**src/rtl/fs_pkg.sv**
```systemverilog
// Shared types and constants for the bit-serial subtractor.
package fs_pkg;
  typedef enum logic [1:0] {IDLE, BUSY, DONE} fs_state_t;
  localparam int FS_DEFAULT_WIDTH = 4;
endpackage

```
**src/rtl/fs_1bit.sv**
```systemverilog
// Combinational 1-bit full subtractor: d = a - b - bin, bo = borrow out.
module fs_1bit (
  input  logic a,
  input  logic b,
  input  logic bin,
  output logic d,
  output logic bo
);
  assign d  = a ^ b ^ bin;
  assign bo = (~a & b) | (~(a ^ b) & bin);
endmodule

```
**src/rtl/fs_serial_sub.sv**
```systemverilog
// Bit-serial ripple-borrow subtractor (a - b - bin), one bit per clock, valid/ready on both sides.
// Optional signed-overflow output ovf is built when FS_SUB_OVF_EN is defined.
module fs_serial_sub
  import fs_pkg::*;
#(
  parameter int WIDTH = FS_DEFAULT_WIDTH
) (
  input  logic             clk,
  input  logic             rst_n,
  input  logic             in_valid,
  output logic             in_ready,
  input  logic [WIDTH-1:0] a,
  input  logic [WIDTH-1:0] b,
  input  logic             bin,
  output logic             out_valid,
  input  logic             out_ready,
  output logic [WIDTH-1:0] diff,
  output logic             bout
`ifdef FS_SUB_OVF_EN
  , output logic           ovf
`endif
);
  localparam int CW = (WIDTH > 1) ? $clog2(WIDTH) : 1;

  fs_state_t        state_reg;
  logic [WIDTH-1:0] a_reg, b_reg, sh_reg, diff_reg;
  logic [CW-1:0]    cnt_reg;
  logic             br_reg, bout_reg;
  logic             d, bo;
  logic             last_bit;

  fs_1bit u_cell (
    .a  (a_reg[0]),
    .b  (b_reg[0]),
    .bin(br_reg),
    .d  (d),
    .bo (bo)
  );

  assign last_bit = (cnt_reg == CW'(WIDTH - 1));

`ifdef FS_SUB_OVF_EN
  logic ovf_reg;
  // br_reg at the final step is the borrow into the MSB.
  always_ff @(posedge clk or negedge rst_n) begin
    if (!rst_n)
      ovf_reg <= 1'b0;
    else if (state_reg == BUSY && last_bit)
      ovf_reg <= br_reg ^ bo;
  end
  assign ovf = ovf_reg;
`endif

  // sh_reg accumulates diff bits while busy; diff_reg only changes on completion.
  always_ff @(posedge clk or negedge rst_n) begin
    if (!rst_n) begin
      state_reg <= IDLE;
      a_reg     <= '0;
      b_reg     <= '0;
      sh_reg    <= '0;
      diff_reg  <= '0;
      cnt_reg   <= '0;
      br_reg    <= 1'b0;
      bout_reg  <= 1'b0;
    end else begin
      case (state_reg)
        IDLE: begin
          if (in_valid) begin
            a_reg     <= a;
            b_reg     <= b;
            br_reg    <= bin;
            cnt_reg   <= '0;
            state_reg <= BUSY;
          end
        end
        BUSY: begin
          a_reg   <= a_reg >> 1;
          b_reg   <= b_reg >> 1;
          sh_reg  <= {d, sh_reg[WIDTH-1:1]};
          br_reg  <= bo;
          cnt_reg <= cnt_reg + 1'b1;
          if (last_bit) begin
            diff_reg  <= {d, sh_reg[WIDTH-1:1]};
            bout_reg  <= bo;
            state_reg <= DONE;
          end
        end
        DONE: begin
          if (out_ready)
            state_reg <= IDLE;
        end
        default: state_reg <= IDLE;
      endcase
    end
  end

  assign in_ready  = (state_reg == IDLE);
  assign out_valid = (state_reg == DONE);
  assign diff      = diff_reg;
  assign bout      = bout_reg;
endmodule

```
**config.mk**
```make
export PLATFORM = sky130hd
export DESIGN_NAME = fs_serial_sub
export DESIGN_NICKNAME = d
export VERILOG_FILES = /design/src/rtl/fs_pkg.sv /design/src/rtl/fs_1bit.sv /design/src/rtl/fs_serial_sub.sv
export SDC_FILE = /design/constraint.sdc
export NUM_CORES = 1
export LEC_CHECK = 0
export CAP_MARGIN = 15
export CORE_ASPECT_RATIO = 1.4
export CORE_MARGIN = 8
export CORE_UTILIZATION = 49
export CTS_CLUSTER_DIAMETER = 150
export DETAILED_ROUTE_END_ITERATION = 12
export PLACE_DENSITY = 0.74
export SLEW_MARGIN = 25
export SYNTH_ARGS = -nofsm -noshare
export SYNTH_HDL_FRONTEND = slang
export SYNTH_SLANG_ARGS = --single-unit
export TNS_END_PERCENT = 100
```
**constraint.sdc**
```tcl
create_clock -name clk -period 1.7 [get_ports clk]
set_clock_uncertainty 0.05 [all_clocks]
set_input_delay 0.425 -clock clk [delete_from_list [all_inputs] [get_ports clk]]
set_output_delay 0.425 -clock clk [all_outputs]
set_load 0.01 [all_outputs]
```
After elaboration in Yosys (flattened, before gate mapping). Index checks and enable logic that the tools add are counted.

$add $sub $neg: 1. Multipliers: 0. Divide/modulo/power cells: 0. Order comparisons: 0. Eq/ne operators: 6. Shift operators: 0. Multiplexer cells: 12. Bitwise gates (word level): 7. Reductions and logical operators: 5.

Operator list (number): 4-bit case mux with 2 select lines (2); 2-bit 2-to-1 mux (4); 4-bit 2-to-1 mux (2); 2-bit case mux with 3 select lines (1); 2-bit == test (second input constant) (2); 2-bit != test (second input constant) (2); 2-bit case mux with 2 select lines (1); 2-bit AND reduction (2); 3-bit AND reduction (1); 2-bit by 1-bit adder with 2-bit output (second input constant) (1); 1-bit bitwise AND (2); 2-bit by 1-bit == test with 1-bit output (second input constant) (1); 2-bit zero test (1); 2-bit by 1-bit != test with 1-bit output (second input constant) (1); 1-bit NOT (2); 1-bit case mux with 2 select lines (1); 2-bit nonzero test (1); 1-bit bitwise XOR (2); 1-bit 2-to-1 mux (1); 1-bit bitwise OR (1).

Register bits after elaboration: 22. Bits in latches: 0. Bits in writable memories: 0. Bits in read-only memories: 0. Bits of input ports: 13. Memories: 0.

Depth between registers and ports, before layout. Gate-level depths: netlist of run 1.

Word-level depth: 5. Depth in mapped cells: 5.

Modules after synthesis. A second synthesis of run 1 with hierarchy kept.

Cells, all modules: 87. Area total of the unflattened synthesis: 982.2 um^2.

Modules (own cells, without submodules): fs_serial_sub (instances 1, cells each 83, area each 950.9 um^2, sequential area each 525.5 um^2); fs_1bit (instances 1, cells each 4, area each 31.3 um^2, sequential area each 0.0 um^2).

Least setup slack after synthesis of run 1. OpenSTA, ideal clock, no wires.

Kind: flip-flop to flip-flop. From: register b_reg[0]. To: register diff_reg[3], in the netlist diff[3]. Arrival time: 1.128 ns. Data required time: 1.525 ns. Setup slack: 0.397 ns. Stages on the path, launching flop included: 4. Path buffers: 0. Cells stage by stage: dfrtp_1 > inv_1 > fa_1 > mux2_2.

Cells in the longest elaborated chain, start to end: 2.

Ends and longest elaborated chain: start, declared (RTL line fs_serial_sub.sv:26) `logic [WIDTH-1:0] a_reg, b_reg, sh_reg, diff_reg;`; start signal, assigned (RTL line fs_serial_sub.sv:78) `b_reg <= b_reg >> 1;`; 1-bit bitwise XOR (2 in series) (RTL line fs_1bit.sv:9) `assign d = a ^ b ^ bin;`; via d (RTL line fs_serial_sub.sv:29) `logic d, bo;`; end signal, assigned (RTL line fs_serial_sub.sv:83) `diff_reg <= {d, sh_reg[WIDTH-1:1]};`; end, declared (RTL line fs_serial_sub.sv:26).

The timed path passes the listed nets, and every way through them passes these cells. A chain may end at the register's enable or synchronous reset.

Worst setup path in the final report of run 1.
From: register state_reg[0]. To: output out_valid.

Cells in the longest elaborated chain, start to end: 1.

Ends and longest elaborated chain: start, declared (RTL line fs_serial_sub.sv:25) `fs_state_t state_reg;`; start signal, assigned (RTL line fs_serial_sub.sv:57) `state_reg <= IDLE;`; start signal, assigned (RTL line fs_serial_sub.sv:73) `state_reg <= BUSY;`; start signal, assigned (RTL line fs_serial_sub.sv:85) `state_reg <= DONE;`; 2-bit == test (RTL line fs_serial_sub.sv:98) `assign out_valid = (state_reg == DONE);`; end, declared (RTL line fs_serial_sub.sv:15) `output logic out_valid,`.

No other way between the ends.

==> results by group, run 1 <==
Synthesis
  • Synth Area in Adders: ~3.3%
  • Yosys top cell by area: dfrtp_1
  • Synth area leaders: dfrtp_1, nand2_1, buf_6, mux2_2, o21ai_0
  • EDFF count, synth: 0
  • Combinational family with the most area after synthesis: compound AO/OA/AOI/OAI gates
  • Mux contribution to synthesized area: around 4.6%
  • Cells after Synth: between 80 and 90
  • Synthesized Nets: a little over 100
  • Yosys reg bits: 21
  • Post-Syn Area per Cell: approximately 11 um^2
  • Main synth FF type: dfrtp_1
  • Count of cell types in the netlist: 25
  • Syn. warnings: 0
  • Post-synthesis compound-gate area fraction: between 15 and 20%
  • Share of the synthesized area in the top cell type: around 53%
  • Synth Cell Area: slightly below 0.001 mm^2
  • Share of the yosys chip area belonging to registers: 53.2%
  • Post-synth ARST share: 100%
  • Simple logic cell fraction of the synthesized area: about 17%
  • Post-synthesis xor/xnor area fraction: 0%

Critical path
  • Critical path buffers and inverters: 1
  • Worst Setup End Kind: primary output
  • Critical path fanouts, max: 4
  • Worst EP arrival: around 1.1 ns
  • Family with the most delay on the worst path: flip-flops
  • CP max stage cell: dfrtp_1
  • Max incr delay on CP: 0.44 ns
  • Worst path depth: 2
  • Reg2Reg Depth: 4
  • CP Launch Type: flop
  • Cell breakdown of the critical path: nor2_1 -> dlygate4sd2_1
  • CP Data Required Time: between 1 and 1.5 ns
  • Critical path class: reg2out

Drt
  • Via count: around 770
  • Remaining DRCs: 0
  • Final wirelength: about 2000 um
  • Routed Antenna Nets: 0
  • Drt pass-1 iters: 4
  • DR vias/cell: about 5.7
  • DRT iter0 DRCs: 19
  • WL per Instance: between 15 and 20 um

Finish
  • Design area: about 0.0013 mm^2
  • Post-layout util: between 60% and 70%
  • Final std cells w/o fill: approximately 140
  • # diodes: 0
  • Sequential cell area: 526 um^2
  • Layout cell share with drive strength beyond 1: between 20% and 30%
  • FILL cells: between 150 and 200
  • Area of the multi-input gates: 408 um^2
  • Synth-to-layout area growth: 27.9%
  • Nets@finish: between 100 and 150

Timing
  • Max Freq: slightly above 600 MHz
  • Fin crit period: 1.62 ns
  • Slew headroom: about three quarters
  • Setup TNS Final: 0 ns
  • Max Transition Viols Final: 0
  • Setup violations, final: 0
  • Worst Tran Pin Value: 0.352 ns
  • Final hold viol count: 0
  • Final period util: 95.1%
  • Hold WS: roughly 0.4 ns
  • Final worst slack: 0.0829 ns
  • Unrepaired setup endpoints after global routing: false

Worst hold path
  • Worst hold path type: in2async

Clocking
  • Total CTS buffers: 3
  • Clock-pin slew on the worst setup and hold paths: ~0.12 ns
  • CTS sink cnt: 21
  • Clk buf depth: 2
  • CTS tree: yes
  • H-tree depth: 1
  • Clock Latency Late Sink: 0.30 ns
  • CTS root buffer: clkbuf_4
  • Hold-fix buffers, CTS: 0

Placed design
  • Pre-CTS setup slack: 0.0321 ns
  • Dpl hpwl: 1590 um
  • Post-placement cell count: 130
  • Placed Instance Area: roughly 0.0012 mm^2
  • I/O Buffers: 19
  • Final GP Congestion: approximately 0.77

Job
  • Maxcap violations: 0

Die
  • Placeable core area: 0.00193 mm^2
  • Site Rows: 19
  • Die area: 0.00373 mm^2
  • Num ports: 20
  • Initial core utilization: 51.3%
  • Die width: 53.9 um
  • Die height: approximately 69 um

Pwr
  • PwrDens: roughly 1800 mW/mm^2
  • P_leak: roughly 0.63 nW
  • Tot Pwr: about 2.3 mW
  • Max rail drop VDD: about 1000 uV

GRT
  • Grt ovf: 0
  • Vias in the first global route: 864
  • Initial antenna violation count: 0
  • GRT Total Usage: between 10 and 15%
  • First-pass GRT wire length: about 3700 um
  • Largest net degree at the start of global routing: 22

Outcome
  • Status: finished, final reports clean
==> cells in the final DEF (no fill, tap or decap), drive strengths merged, types with 2 or more instances in the layout <==
cell,synthesis,final
dfrtp,21,21
nand2,13,13
clkdlybuf4s50,0,12
buf,4,10
o21ai,7,7
nor2,7,7
dlymetal6s2s,0,5
o32ai,4,4
mux2,4,4
inv,3,3
o22ai,3,3
clkbuf,0,3
nand3b,3,3
nand2b,2,2
o221a,2,2
nor3,2,2
nor2b,2,2
==> power by group <==
group	switching [mW]	leakage, nW	total (mW)	internal [mW]
Clock	0.151	0.0177	0.239	0.0878
Combinational	0.539	0.359	1.12	0.585
Sequential	0.154	0.257	0.896	0.741
Total	0.845	0.633	2.26	1.41
==> metal layers <==
layer  global-route usage [%]  vias up  share of wire (%)
met3                     2.36        4                6.2
met1                     15.8      376                 42
met2                     18.9       25                 50
met4                     6.76        0                1.8
li1                         -      361                  -
met5                        0        -                  0
==> kinds of logic (layout without fill, tap and decap cells) <==
| logic type | count (synthesis) | in the layout |
|---|---|---|
| AO/OA/AOI/OAI | 21 | 21 |
| AND/OR/NAND/NOR | 31 | 31 |
| flip-flops | 21 | 21 |
| adder cells (fa/ha/maj) | 2 | 2 |
| multiplexers | 4 | 4 |
| buffers and inverters | 7 | 35 |
==> cells in the mapped netlist (all sizes together), types with 2 or more instances <==
cell type	number
o32ai	4
nor2	7
nand2	13
nand2b	2
o21ai	7
o221a	2
buf	4
dfrtp	21
inv	3
nand3b	3
o22ai	3
nor3	2
nor2b	2
mux2	4
==> area by class of cell <==
type / count / share of cell area (%)
flip-flops and latches: 21 / 41.6
multi-input cells: 58 / 32.3
repair buffers: 28 / 20.9
well taps: 21 / 2.08
clock buffers: 3 / 1.78
inverters: 3 / 0.892
clock inverters: 1 / 0.396
==> what timing repair did <==
action                                  4_1_cts  5_1_grt
resized for setup                             5        6
pin swaps                                     0        0
cloned                                        0        0
buffers inserted                              1        0
endpoints found under the setup margin        2        6
==> path summary, 6_finish.rpt <==
| kind | start | to | slack [ns] |
|---|---|---|---|
| worst min register to register | bout | bout | 0.43 |
| worst min-delay path | rst_n | diff[0] | 0.40 |
| min in group clk | bout | bout | 0.43 |
| worst max-delay path | state_reg[0] | out_valid | 0.08 |
| worst max register to register | state_reg[1] | b_reg[2] | 0.16 |
| max in group asynchronous | rst_n | b_reg[1] | 0.99 |
Note: power is estimated with default switching activity, not from simulation.
==> run 2: changes to the inputs <==
CORE_ASPECT_RATIO = not set   (was 1.4)
==> run 2 against run 1 <==
Combinational power barely moved. Die area fell by 0.55%. Register-to-register slack improved by 0.06 ns. Maximum frequency fell by 2.3%. Global-route usage rose by 0.47 points. Utilization rose by 0.19 points. Routed wire length fell by 3.3%. Highest routed layer unchanged. Flip-flop and latch count did not move. Clock power barely moved. Design area barely moved. Largest cell class unchanged. Sequential share of layout area barely moved.
==> results by group, run 2 (synthesis results as in run 1) <==
Clocking
  • CTS root buffer: clkbuf_4
  • CTS tree: yes
  • Clock-pin slew on the worst setup and hold paths: 0.12 ns (about the same)
  • CTS sink cnt: 21 (unchanged)
  • H-tree depth: 1 (unchanged)
  • Clk buf depth: 2 (unchanged)
  • Total CTS buffers: 3 (unchanged)
  • Clock Latency Late Sink: 0.31 ns (about the same)

Placed design
  • I/O Buffers: 19 (unchanged)
  • Final GP Congestion: 0.750 (-2.7%)
  • Placed Instance Area: 0.00121 mm^2 (-0.62%)
  • Pre-CTS setup slack: 0.0320 ns (-0.000145 ns)
  • Post-placement cell count: 134 (+3.1%)
  • Dpl hpwl: 1480 um (-7.1%)

GRT
  • GRT Total Usage: 13.0% (+0.47 points)
  • Vias in the first global route: 823 (-4.7%)
  • Initial antenna violation count: 0 (unchanged)
  • Grt ovf: 0 (unchanged)
  • Largest net degree at the start of global routing: 22 (unchanged)
  • First-pass GRT wire length: 3570 um (-2.3%)

Timing
  • Hold WS: 0.397 ns (+0.000604 ns)
  • Setup TNS Final: 0 ns (unchanged)
  • Final period util: 97.3% (+2.2 points)
  • Max Freq: 604 MHz (-2.3%)
  • Max Transition Viols Final: 0 (unchanged)
  • Setup violations, final: 0 (unchanged)
  • Slew headroom: 76.5% (about the same)
  • Worst Tran Pin Value: 0.353 ns (+0.000132 ns)
  • Final hold viol count: 0 (unchanged)
  • Fin crit period: 1.65 ns (+0.0377 ns)
  • Final worst slack: 0.0452 ns (-0.0377 ns)

Pwr
  • P_leak: 0.613 nW (-3.3%)
  • PwrDens: 1770 mW/mm^2 (-1.1%)
  • Tot Pwr: 2.24 mW (-1.0%)
  • Max rail drop VDD: 795 uV (-20%)

Die
  • Die height: 60.9 um (-12%)
  • Placeable core area: 0.00192 mm^2 (-0.20%)
  • Die width: 60.9 um (+13%)
  • Num ports: 20 (unchanged)
  • Site Rows: 16 (-3)
  • Initial core utilization: 51.4% (+0.10 points)
  • Die area: 0.00371 mm^2 (-0.55%)

Finish
  • Nets@finish: 128 (-1.5%)
  • Commonest non-fill, non-tap cells in the layout: dfrtp_1, nand2_1, clkdlybuf4s50_1
  • Most common cell after layout, fill and taps aside: dfrtp_1
  • Synth-to-layout area growth: 28.0% (about the same)
  • Design area: 0.00126 mm^2 (about the same)
  • Layout cell share with drive strength beyond 1: 21.4% (-1.4 points)
  • Post-layout util: 65.8% (+0.19 points)
  • Sequential cell area: 526 um^2 (unchanged)
  • Final std cells w/o fill: 139 (+3.0%)
  • # diodes: 0 (unchanged)
  • Area of the multi-input gates: 413 um^2 (+1.2%)
  • FILL cells: 180 (+9.8%)

Drt
  • DRT iter0 DRCs: 13 (-6)
  • Routed Antenna Nets: 0 (unchanged)
  • Drt pass-1 iters: 4 (unchanged)
  • Remaining DRCs: 0 (unchanged)
  • WL per Instance: 14.1 um (-6.1%)
  • Final wirelength: 1970 um (-3.3%)
  • Via count: 738 (-3.7%)
  • DR vias/cell: 5.31 (-6.4%)

Critical path
  • Cell breakdown of the critical path: buf_4 -> nor2_4 -> clkdlybuf4s15_2
  • Max incr delay on CP: 0.39 ns (-0.05 ns)
  • Critical path buffers and inverters: 2 (+1)
  • Critical path class: reg2out
  • CP max stage cell: dfrtp_1
  • Worst EP arrival: 1.18 ns (+0.04 ns)
  • Critical path fanouts, max: 3 (-1)
  • CP Launch Type: flop
  • Worst Setup End Kind: primary output
  • CP Data Required Time: 1.22 ns (about the same)
  • Family with the most delay on the worst path: flip-flops

Job
  • Maxcap violations: 0 (unchanged)

Outcome
  • Status: finished, final reports clean

Worst hold path
  • Worst hold path type: in2async
-- run 2: layout make-up --
cell class / count / area share, %
clock buffers: 3 / 1.78
clock inverters: 1 / 0.396
inverters: 3 / 0.891
multi-input cells: 58 / 32.7
flip-flops and latches: 21 / 41.6
well taps: 27 / 2.67
repair buffers: 26 / 20.0
-- run 2: per-layer routing --
layer / part of all wire, % / global-route usage [%] / up-vias
met4: 2.7 / 7.97 / 0
li1: - / - / 356
met1: 44 / 14.2 / 360
met5: 0 / 0 / -
met2: 47 / 21.4 / 18
met3: 5.9 / 3.81 / 4
-- run 2: worst paths after layout --
check	start	end	slack (ns)	cells after the start
worst max-delay path	state_reg[1]	in_ready	0.05	3
worst min-delay path	rst_n	sh_reg[3]	0.40	2
worst max register to register	state_reg[1]	b_reg[2]	0.22	4
worst min register to register	sh_reg[1]	sh_reg[1]	0.43	2
max in group asynchronous	rst_n	diff[0]	0.98	2
min in group clk	sh_reg[1]	sh_reg[1]	0.43	2
-- run 2: timing repair --
item | CTS | global route
gates resized for setup | 6 | 6
setup buffers | 1 | 0
hold buffers | 0 | 0
endpoints found under the setup margin | 3 | 5
-- run 2: power breakdown --
part	internal (mW)	switching, mW	total [mW]
logic	0.568	0.539	1.11
clock network	0.0878	0.151	0.238
registers	0.741	0.149	0.890
total	1.40	0.839	2.24
